<file path="config.mk">
export PLATFORM = sky130hd
export DESIGN_NAME = x2_multiplier_flat
export DESIGN_NICKNAME = d
export VERILOG_FILES = /design/src/rtl/x2_multiplier_pkg.sv /design/src/rtl/x2_multiplier_if.sv /design/src/rtl/x2_multiplier_fifo.sv /design/src/rtl/x2_multiplier.sv /design/src/flat_wrapper.sv
export SDC_FILE = /design/constraint.sdc
export NUM_CORES = 1
export LEC_CHECK = 0
export BUFFER_PORTS_ARGS = -buffer_cell sky130_fd_sc_hd__buf_2
export CAP_MARGIN = 20
export CORE_MARGIN = 2
export CORE_UTILIZATION = 45
export CTS_CLUSTER_DIAMETER = 30
export DETAILED_ROUTE_END_ITERATION = 6
export GPL_ROUTABILITY_DRIVEN = 1
export PLACE_DENSITY = 0.74
export SLEW_MARGIN = 20
export SYNTH_ARGS = -nofsm -noshare
export SYNTH_HDL_FRONTEND = slang
export SYNTH_SLANG_ARGS = --single-unit
</file>
<file path="constraint.sdc">
create_clock -name clk -period 21.1 [get_ports clk]
set_clock_uncertainty 0.1 [all_clocks]
set_input_delay 6.33 -clock clk [delete_from_list [all_inputs] [get_ports clk]]
set_output_delay 6.33 -clock clk [all_outputs]
set_load 0.05 [all_outputs]
</file>
<file path="src/rtl/x2_multiplier_pkg.sv">
// Shared constants for the multiplier pipeline: word width, carry-save field
// offsets and the x2wbk entry layout.
package mult_pkg;
  localparam int XLEN      = 32;
  localparam int PROD_W    = 2 * XLEN;
  localparam int CS_W      = 4 * XLEN;
  localparam int SUM_LSB   = 0;
  localparam int CARRY_LSB = 64;
  localparam int X2WBK_W   = XLEN + 1;
endpackage

</file>
<file path="src/rtl/x2_multiplier_if.sv">
// X1->X2 carry-save hand-off and X2->writeback result port of the final
// multiplier stage.
interface x2_multiplier_if;
  import mult_pkg::*;

  logic [CS_W-1:0] RES_RX1;
  logic            SELECT_MSB_RX1;
  logic            SIGNED_RES_RX1;
  logic            X1X2_EMPTY_SX1;
  logic            X1X2_POP_SX2;
  logic            X2WBK_POP_SWBK;
  logic [XLEN-1:0] RES_RX2;
  logic            SIGNED_RES_RX2;
  logic            X2WBK_EMPTY_SX2;
  logic            MULT_BUSY_SX2;

  modport slave (
    input  RES_RX1, SELECT_MSB_RX1, SIGNED_RES_RX1, X1X2_EMPTY_SX1, X2WBK_POP_SWBK,
    output X1X2_POP_SX2, RES_RX2, SIGNED_RES_RX2, X2WBK_EMPTY_SX2, MULT_BUSY_SX2
  );

  modport master (
    output RES_RX1, SELECT_MSB_RX1, SIGNED_RES_RX1, X1X2_EMPTY_SX1, X2WBK_POP_SWBK,
    input  X1X2_POP_SX2, RES_RX2, SIGNED_RES_RX2, X2WBK_EMPTY_SX2, MULT_BUSY_SX2
  );
endinterface

</file>
<file path="src/rtl/x2_multiplier_fifo.sv">
// Synchronous FIFO with registered EMPTY/FULL flags; head reads as zero when
// empty. DEPTH must be a power of two.
module x2_multiplier_fifo #(
  parameter int N     = 33,
  parameter int DEPTH = 4
) (
  input  logic         clk,
  input  logic         reset_n,
  input  logic         i_push,
  input  logic [N-1:0] i_din,
  input  logic         i_pop,
  output logic [N-1:0] o_dout,
  output logic         o_empty,
  output logic         o_full
);
  localparam int AW = (DEPTH > 1) ? $clog2(DEPTH) : 1;
  localparam int CW = AW + 1;

  logic [N-1:0]  r_mem [DEPTH];
  logic [AW-1:0] r_wr;
  logic [AW-1:0] r_rd;
  logic [CW-1:0] r_cnt;
  logic [CW-1:0] w_cnt_nxt;
  logic          r_empty;
  logic          r_full;
  logic          w_do_push;
  logic          w_do_pop;

  assign w_do_push = i_push & ~r_full;
  assign w_do_pop  = i_pop & ~r_empty;

  always_comb begin
    w_cnt_nxt = r_cnt;
    if (w_do_push && !w_do_pop)      w_cnt_nxt = r_cnt + CW'(1);
    else if (w_do_pop && !w_do_push) w_cnt_nxt = r_cnt - CW'(1);
  end

  always_ff @(posedge clk or negedge reset_n) begin
    if (!reset_n) begin
      r_cnt   <= '0;
      r_wr    <= '0;
      r_rd    <= '0;
      r_empty <= 1'b1;
      r_full  <= 1'b0;
    end else begin
      r_cnt   <= w_cnt_nxt;
      r_empty <= (w_cnt_nxt == '0);
      r_full  <= (w_cnt_nxt == CW'(DEPTH));
      if (w_do_push) r_wr <= r_wr + AW'(1);
      if (w_do_pop)  r_rd <= r_rd + AW'(1);
    end
  end

  always_ff @(posedge clk) begin
    if (w_do_push) r_mem[r_wr] <= i_din;
  end

  assign o_dout  = r_empty ? '0 : r_mem[r_rd];
  assign o_empty = r_empty;
  assign o_full  = r_full;
endmodule

</file>
<file path="src/rtl/x2_multiplier.sv">
// Final multiplier stage: resolves X1 carry-save pairs with a split two-cycle
// add, selects the upper/lower product word and queues it for writeback.
module x2_multiplier
  import mult_pkg::*;
#(
  parameter int X2WBK_DEPTH = 4
) (
  input  logic              clk,
  input  logic              reset_n,
  x2_multiplier_if.slave    mif
);
  function automatic logic [XLEN:0] add_lo(input logic [XLEN-1:0] a, input logic [XLEN-1:0] b);
    return {1'b0, a} + {1'b0, b};
  endfunction

  function automatic logic [XLEN-1:0] add_hi(input logic [XLEN-1:0] s, input logic [XLEN-1:0] c,
                                             input logic cin);
    return s + c + {{(XLEN-1){1'b0}}, cin};
  endfunction

  logic [PROD_W-1:0]  w_sum;
  logic [PROD_W-1:0]  w_carry;
  logic               w_pop;
  logic               w_rdy;
  logic               w_push_p1;
  logic               w_full;
  logic               w_empty;
  logic [XLEN-1:0]    w_hi_p1;
  logic [XLEN-1:0]    w_word_p1;
  logic [X2WBK_W-1:0] w_din_p1;
  logic [X2WBK_W-1:0] w_dout;

  logic               r_vld_p0;
  logic [XLEN:0]      r_lo_p0;
  logic [XLEN-1:0]    r_hi_s_p0;
  logic [XLEN-1:0]    r_hi_c_p0;
  logic               r_sel_p0;
  logic               r_sgn_p0;

  assign w_sum   = mif.RES_RX1[SUM_LSB +: PROD_W];
  assign w_carry = mif.RES_RX1[CARRY_LSB +: PROD_W];

  // FULL is registered, so a writeback pop in the same cycle never frees a slot here.
  assign w_push_p1 = r_vld_p0 & ~w_full;
  assign w_rdy     = ~r_vld_p0 | w_push_p1;
  assign w_pop     = reset_n & ~mif.X1X2_EMPTY_SX1 & w_rdy;

  // Stage A: low-half add with carry-out, high halves captured unresolved
  always_ff @(posedge clk or negedge reset_n) begin
    if (!reset_n)       r_vld_p0 <= 1'b0;
    else if (w_pop)     r_vld_p0 <= 1'b1;
    else if (w_push_p1) r_vld_p0 <= 1'b0;
  end

  always_ff @(posedge clk) begin
    if (w_pop) begin
      r_lo_p0   <= add_lo(w_sum[XLEN-1:0], w_carry[XLEN-1:0]);
      r_hi_s_p0 <= w_sum[PROD_W-1:XLEN];
      r_hi_c_p0 <= w_carry[PROD_W-1:XLEN];
      r_sel_p0  <= mif.SELECT_MSB_RX1;
      r_sgn_p0  <= mif.SIGNED_RES_RX1;
    end
  end

  // Stage B: high-half add absorbs the low carry; bit 64 of the product is dropped
  assign w_hi_p1   = add_hi(r_hi_s_p0, r_hi_c_p0, r_lo_p0[XLEN]);
  assign w_word_p1 = r_sel_p0 ? w_hi_p1 : r_lo_p0[XLEN-1:0];
  assign w_din_p1  = {r_sgn_p0, w_word_p1};

  x2_multiplier_fifo #(
    .N     (X2WBK_W),
    .DEPTH (X2WBK_DEPTH)
  ) x2wbk (
    .clk     (clk),
    .reset_n (reset_n),
    .i_push  (w_push_p1),
    .i_din   (w_din_p1),
    .i_pop   (mif.X2WBK_POP_SWBK),
    .o_dout  (w_dout),
    .o_empty (w_empty),
    .o_full  (w_full)
  );

  assign mif.X1X2_POP_SX2    = w_pop;
  assign mif.RES_RX2         = w_dout[XLEN-1:0];
  assign mif.SIGNED_RES_RX2  = w_dout[XLEN];
  assign mif.X2WBK_EMPTY_SX2 = w_empty;
  assign mif.MULT_BUSY_SX2   = r_vld_p0 | ~w_empty;
endmodule

</file>
<file path="src/flat_wrapper.sv">
// flat-port wrapper written by rule: the top's interface ports become plain ports
module x2_multiplier_flat import mult_pkg::*;
#(
  parameter int X2WBK_DEPTH = 4
)
  (clk, reset_n, mif_RES_RX1, mif_SELECT_MSB_RX1, mif_SIGNED_RES_RX1, mif_X1X2_EMPTY_SX1, mif_X2WBK_POP_SWBK, mif_X1X2_POP_SX2, mif_RES_RX2, mif_SIGNED_RES_RX2, mif_X2WBK_EMPTY_SX2, mif_MULT_BUSY_SX2);
  x2_multiplier_if mif_i ();
  input  logic clk;
  input  logic reset_n;
  input wire logic [$bits(mif_i.RES_RX1)-1:0] mif_RES_RX1;
  input wire logic [$bits(mif_i.SELECT_MSB_RX1)-1:0] mif_SELECT_MSB_RX1;
  input wire logic [$bits(mif_i.SIGNED_RES_RX1)-1:0] mif_SIGNED_RES_RX1;
  input wire logic [$bits(mif_i.X1X2_EMPTY_SX1)-1:0] mif_X1X2_EMPTY_SX1;
  input wire logic [$bits(mif_i.X2WBK_POP_SWBK)-1:0] mif_X2WBK_POP_SWBK;
  output wire logic [$bits(mif_i.X1X2_POP_SX2)-1:0] mif_X1X2_POP_SX2;
  output wire logic [$bits(mif_i.RES_RX2)-1:0] mif_RES_RX2;
  output wire logic [$bits(mif_i.SIGNED_RES_RX2)-1:0] mif_SIGNED_RES_RX2;
  output wire logic [$bits(mif_i.X2WBK_EMPTY_SX2)-1:0] mif_X2WBK_EMPTY_SX2;
  output wire logic [$bits(mif_i.MULT_BUSY_SX2)-1:0] mif_MULT_BUSY_SX2;
  assign mif_i.RES_RX1 = mif_RES_RX1;
  assign mif_i.SELECT_MSB_RX1 = mif_SELECT_MSB_RX1;
  assign mif_i.SIGNED_RES_RX1 = mif_SIGNED_RES_RX1;
  assign mif_i.X1X2_EMPTY_SX1 = mif_X1X2_EMPTY_SX1;
  assign mif_i.X2WBK_POP_SWBK = mif_X2WBK_POP_SWBK;
  assign mif_X1X2_POP_SX2 = mif_i.X1X2_POP_SX2;
  assign mif_RES_RX2 = mif_i.RES_RX2;
  assign mif_SIGNED_RES_RX2 = mif_i.SIGNED_RES_RX2;
  assign mif_X2WBK_EMPTY_SX2 = mif_i.X2WBK_EMPTY_SX2;
  assign mif_MULT_BUSY_SX2 = mif_i.MULT_BUSY_SX2;
  x2_multiplier #(.X2WBK_DEPTH(X2WBK_DEPTH)) u_core (.clk(clk), .reset_n(reset_n), .mif(mif_i));
endmodule
</file>
After elaboration in Yosys (flattened, before gate mapping)

Memories as Yosys holds them, arrays and structs flattened.
Index checks and enable logic that the tools add are counted.

Bits in registers: 109
Bits in latches: 0
RAM bits: 132
ROM bits: 0
Input port bits: 134
Output and inout bits: 36
Memories: 1

Memories:

| memory             | depth | width | rd ports | clocked after Yosys merged registers in | wr ports | line                     | source |
|---|---|---|---|---|---|---|---|
| u_core.x2wbk.r_mem | 4     | 33    | 1        | 0                                       | 1        | x2_multiplier_fifo.sv:19 | `logic [N-1:0] r_mem [DEPTH];` |

Add/subtract/negate cells: 7
Multipliers: 0
Div/mod/pow operators: 0
Order comparisons: 0
Equal/unequal tests: 1
Shift-type cells: 0
Muxes and demuxes: 8
Bitwise logic cells: 11
Reductions and logical operators: 6

Operators by type and width:

| cell                                              | number |
|---|---|
| adder 32 x 32 -> 33 bit                           | 1 |
| two-way mux 33 bit                                | 1 |
| adder 32 x 1 -> 32 bit                            | 1 |
| adder 32 bit                                      | 1 |
| two-way mux 32 bit                                | 1 |
| two-way mux 3 bit                                 | 2 |
| bitwise AND 1 bit                                 | 5 |
| adder 2 x 1 -> 2 bit (second input constant)      | 2 |
| two-way mux 1 bit                                 | 4 |
| inverter 1 bit                                    | 4 |
| adder 3 x 1 -> 3 bit (second input constant)      | 1 |
| equality test 3 bit (second input constant)       | 1 |
| zero test 3 bit                                   | 1 |
| subtractor 3 x 1 -> 3 bit (second input constant) | 1 |
| logical AND 1 bit                                 | 2 |
| zero test 1 bit                                   | 2 |
| bitwise OR 1 bit                                  | 2 |
| nonzero test 2 bit                                | 1 |

Longest topological paths before layout

Depth in word-level cells: 8
Gate-level depth with buffers: 11

Hierarchy

A second synthesis with hierarchy kept.

Cells, all modules: 895
Area, all modules: 12384.4 um^2

Modules (own cells, without submodules):

| module             | instances | cells an instance | area each (um^2) | seq. area each (um^2) |
|---|---|---|---|---|
| x2_multiplier      | 1         | 636               | 6877.8           | 2997.9 |
| x2_multiplier_fifo | 1         | 259               | 5506.5           | 4190.3 |

Least setup slack after synthesis

No wires, ideal clock.

Path kind: input port to output port
From: input port mif_X1X2_EMPTY_SX1
To: output port mif_X1X2_POP_SX2
Data arrival time: 11.979 ns
Slack: 2.691 ns
Cell stages on the path: 2
Path buffers: 0
Path through: nand2b_1 > a21oi_1

Longest elaborated chain between the ends: 3

Ends and longest elaborated chain:

| item                            | line                | source |
|---|---|---|
| start, declared                 | flat_wrapper.sv:13  | `input wire logic [$bits(mif_i.X1X2_EMPTY_SX1)-1:0] mif_X1X2_EMPTY_SX1;` |
| inverter 1 bit                  | x2_multiplier.sv:46 | `assign w_pop = reset_n & ~mif.X1X2_EMPTY_SX1 & w_rdy;` |
| bitwise AND 1 bit (2 in series) | x2_multiplier.sv:46 |  |
| end, declared                   | flat_wrapper.sv:15  | `output wire logic [$bits(mif_i.X1X2_POP_SX2)-1:0] mif_X1X2_POP_SX2;` |

No other way between the ends.

Worst setup path after layout

From: input port reset_n
To: output port mif_X1X2_POP_SX2

Longest elaborated chain between the ends: 2

Ends and longest elaborated chain:

| item                            | line                | source |
|---|---|---|
| start, declared                 | flat_wrapper.sv:9   | `input logic reset_n;` |
| bitwise AND 1 bit (2 in series) | x2_multiplier.sv:46 |  |

No other way between the ends.

==> qor.txt <==
RUN STATUS
----------------------------------------------------------------------------------------
Run status                                                                  finished clean

FINAL LAYOUT
----------------------------------------------------------------------------------------
Net count of the finished layout                                                    1225
Fraction of final layout cells with drive strength greater than 1                 0.3086
Syn-to-layout area delta                                                          23.24%

DIE
----------------------------------------------------------------------------------------
Height of the die                                                           166.2 microns
Ports placed on the boundary                                                         170
Core area                                                                   0.02591 sq mm
Die Span X                                                                  166.2 microns
# rows                                                                                59
Starting Density                                                                  0.4567
Die area                                                                    0.02761 sq mm

GLOBAL ROUTE
----------------------------------------------------------------------------------------
Initial antenna violation count                                                        3
Maximum number of pins on one net before global-route repair                          74
Met2 routing resource usage after global routing                                  0.2827
GRT Total Usage                                                                   0.1798
Final global-route overflow total                                                      0
Met1 usage in global routing                                                      0.2527
Global-route wire length before repair                                          39.47 mm
Vias in the first global route                                                      7430
Met3 track demand over resource                                                  0.03551
Highest-utilization routing layer at the global route stage                         met2

POWER AND IR DROP
----------------------------------------------------------------------------------------
Leak Pwr                                                                        5.713 nW
Post-layout power                                                             0.001832 W
Power Dens Cells                                                            125.6 mW/mm^2
IR Drop Worst-Case VDD                                                         0.1095 mV

YOSYS
----------------------------------------------------------------------------------------
Ys Warns                                                                               0
Fraction of synthesized cell area taken by the top area cell type                 0.5862
Compound-gate portion of the synthesized area                                    0.09992
Top-count cell post-synth                                                   sky130_fd_sc_hd__edfxtp_1
Simple logic cell fraction of the synthesized area                               0.07274
Netlist cell types                                                                    55
Multiplexer share of the synthesized area                                        0.08585
Dominant combinational cell family by area after synthesis                  compound AO/OA/AOI/OAI gates
Predominant post-synthesis flop cell                                        sky130_fd_sc_hd__edfxtp_1
Top cells by instance count after synthesis                                 231 x sky130_fd_sc_hd__edfxtp_1, 68 x sky130_fd_sc_hd__ha_1, 54 x sky130_fd_sc_hd__a21oi_1, 41 x sky130_fd_sc_hd__nor2b_1, 41 x sky130_fd_sc_hd__xnor2_1
Post-synth design cell area                                                 0.01183 sq mm
Post-synthesis cell type with the largest combined area                     sky130_fd_sc_hd__edfxtp_1
Cell types occupying the most area after synthesis                          sky130_fd_sc_hd__edfxtp_1 59%, sky130_fd_sc_hd__ha_1 7.2%, sky130_fd_sc_hd__mux4_2 6.3%
Cell count after synthesis                                                           819
Post-Synth Adder-Cell Area                                                       0.07697
Async set-reset flop share out of synthesis                                      0.04149
Post-synthesis average cell area                                             14.45 sq um
Portion of the post-synthesis area used by sequential elements                    0.6074
Xor-xnor portion of the synthesized cell area                                    0.04441
Number of synthesized flops with an enable pin                                       231
Number of flip-flops and latches in the synthesized netlist                          241
Post-synth net total                                                                1024

STA
----------------------------------------------------------------------------------------
Measured slew at the worst slew-check pin                                      0.8864 ns
Number of pins with negative max-slew slack in the final report                        0
Aggregate negative setup slack                                                      0 ns
RSZ-0062 raised after global routing                                                  no
Setup Viol. Count Final                                                                0
Final Hold Viols                                                                       0
Minimum clock period                                                            14.04 ns
Worst slew slack as a fraction of its limit                                       0.4090
Fmax                                                                           71.23 MHz
Share of the cycle needed by the critical path after routing                      0.6654

CTS
----------------------------------------------------------------------------------------
Post-CTS sizing                                                                        0
Number of buffers on the longest clock path                                            3
Number of hold buffers added after cts                                                 0
Clock latency of the later-clocked register in the worst-skew pair               0.52 ns
Number of setup buffers added after CTS                                                0
Reg clk slew, reported paths                                                     0.05 ns
Total number of H-tree levels                                                          2
Total clock sinks                                                                    241
Root buffer cell                                                            sky130_fd_sc_hd__clkbuf_16
TritonCTS clock tree                                                               built
Number of CTS-inserted buffers                                                        43

ROUTING
----------------------------------------------------------------------------------------
Total length of routed wires                                                    24.80 mm
Initial DRC count                                                                    417
Post-route ant nets                                                                    0
DRT Pass-1 Iters                                                                       5
Number of design rule violations left after detail routing                             0
Via count                                                                           7418
Vias per std cell                                                                  5.337
Average routed wire per standard cell                                       17.84 microns

SETUP PATH
----------------------------------------------------------------------------------------
Critical path buffer and inverter count                                                3
Type of element launching the critical path                                   input port
Kind of critical path                                                             in2out
WP data arrival                                                                  7.61 ns
Critical Path, Cell by Cell                                                 buf_2 -> nand2b_1 -> a21oi_4 -> buf_4 -> buf_2
Slowest stage cell, crit path                                               sky130_fd_sc_hd__buf_4
Category of cells accounting for the largest share of critical-path delay   buffers and inverters
Critical path peak fanout                                                             28
Maximum cell stage delay along the critical path                                 0.39 ns
Cell seen most often among critical-path stages                             sky130_fd_sc_hd__buf_2
Crit path required time                                                         14.67 ns
CP endpoint kind                                                              output pin

PLACEMENT
----------------------------------------------------------------------------------------
Estimated wirelength of the detail-placed design                                17.29 mm
Weighted congestion at the end of routability-driven global placement             0.8828
Total of buffers placed on input and output ports                                    169

RUN
----------------------------------------------------------------------------------------
Number of violations of the max-capacitance limit                                      0

WORST HOLD PATH
----------------------------------------------------------------------------------------
Worst min-delay path class                                                       reg2reg

-- state kept, by name, indices dropped and copies added, names as in the netlist, 2 cells and up --
name	cells
u_core.x2wbk.r_cnt	3
u_core.r_lo_p0	33
u_core.r_hi_s_p0	32
u_core.r_hi_c_p0	32
u_core.x2wbk.r_rd	2
u_core.x2wbk.r_mem	132
u_core.x2wbk.r_wr	2
-- where the power goes --
part           switching, W  internal [W]  total [W]
registers         0.0000283      0.000595   0.000623
clock network      0.000247      0.000446   0.000693
logic              0.000333      0.000182   0.000516
total              0.000609       0.00122    0.00183
-- cell usage in the layout, fill, tap and decap left out, types with 33 or more instances in the layout --
cell	instances
sky130_fd_sc_hd__ha_1	68
sky130_fd_sc_hd__nor2_1	39
sky130_fd_sc_hd__clkbuf_16	45
sky130_fd_sc_hd__a21oi_1	53
sky130_fd_sc_hd__mux4_2	33
sky130_fd_sc_hd__a21o_1	35
sky130_fd_sc_hd__buf_2	169
sky130_fd_sc_hd__xnor2_1	41
sky130_fd_sc_hd__nand2_1	39
sky130_fd_sc_hd__edfxtp_1	231
sky130_fd_sc_hd__nor2b_1	41
-- final cells by class --
class,instances,area [sq um]
inverter,18,67.56
tap,335,419.2
antenna,2,5.005
timing repair buffer,178,913.4
multi-input combinational,538,4507
clock buffer,46,1130
sequential,241,7189
clock inverter,32,352.8
fill,2053,11330
-- worst paths after layout --
check	end	startpoint	slack (ns)	cells after the start
min	u_core.x2wbk.r_cnt[2]	u_core.x2wbk.r_cnt[2]	0.41	1
max in group asynchronous	u_core.x2wbk.o_empty	reset_n	15.07	1
max reg2reg	u_core.x2wbk.r_mem[1][26]	u_core.r_hi_c_p0[0]	17.15	11
min in group asynchronous	u_core.r_vld_p0	reset_n	5.57	1
max	mif_X1X2_POP_SX2	reset_n	7.06	5
min reg2reg	u_core.x2wbk.r_cnt[2]	u_core.x2wbk.r_cnt[2]	0.41	1
-- cells by family after synthesis --
| logic type | Yosys count |
|---|---|
| DFF | 241 |
| AOI/OAI and AO/OA | 178 |
| and+or+nand+nor | 172 |
| adders and majority gates | 71 |
| xor gates and xnor gates | 60 |
| muxes | 57 |
| buffers and inverters | 40 |
-- layer usage --
| metal | vias up | routed length, microns |
|---|---|---|
| met4 | 2 | 626 |
| li1 | 3571 | - |
| met5 | - | 13 |
| met2 | 229 | 11660 |
| met1 | 3567 | 11190 |
| met3 | 49 | 1309 |
-- stage by stage --
step / utilization / cell area [sq um] / cells / setup slack [ns] / hold WS, ns
5_1_grt: 0.5628 / 14580 / 1390 / 6.926 / 0.4261
6_report: 0.5628 / 14580 / 1390 / 7.060 / 0.4113
2_1_floorplan: - / 11830 / 819 / 2.691 / 0.3587
4_1_cts: 0.5627 / 14580 / 1388 / 7.026 / 0.4139
3_5_place_dp: 0.5054 / 13100 / 1310 / 7.039 / 0.4017
3_3_place_gp: 0.5054 / 13100 / 1310 / 7.071 / 0.3865
Power figures use the tool's default switching activity.
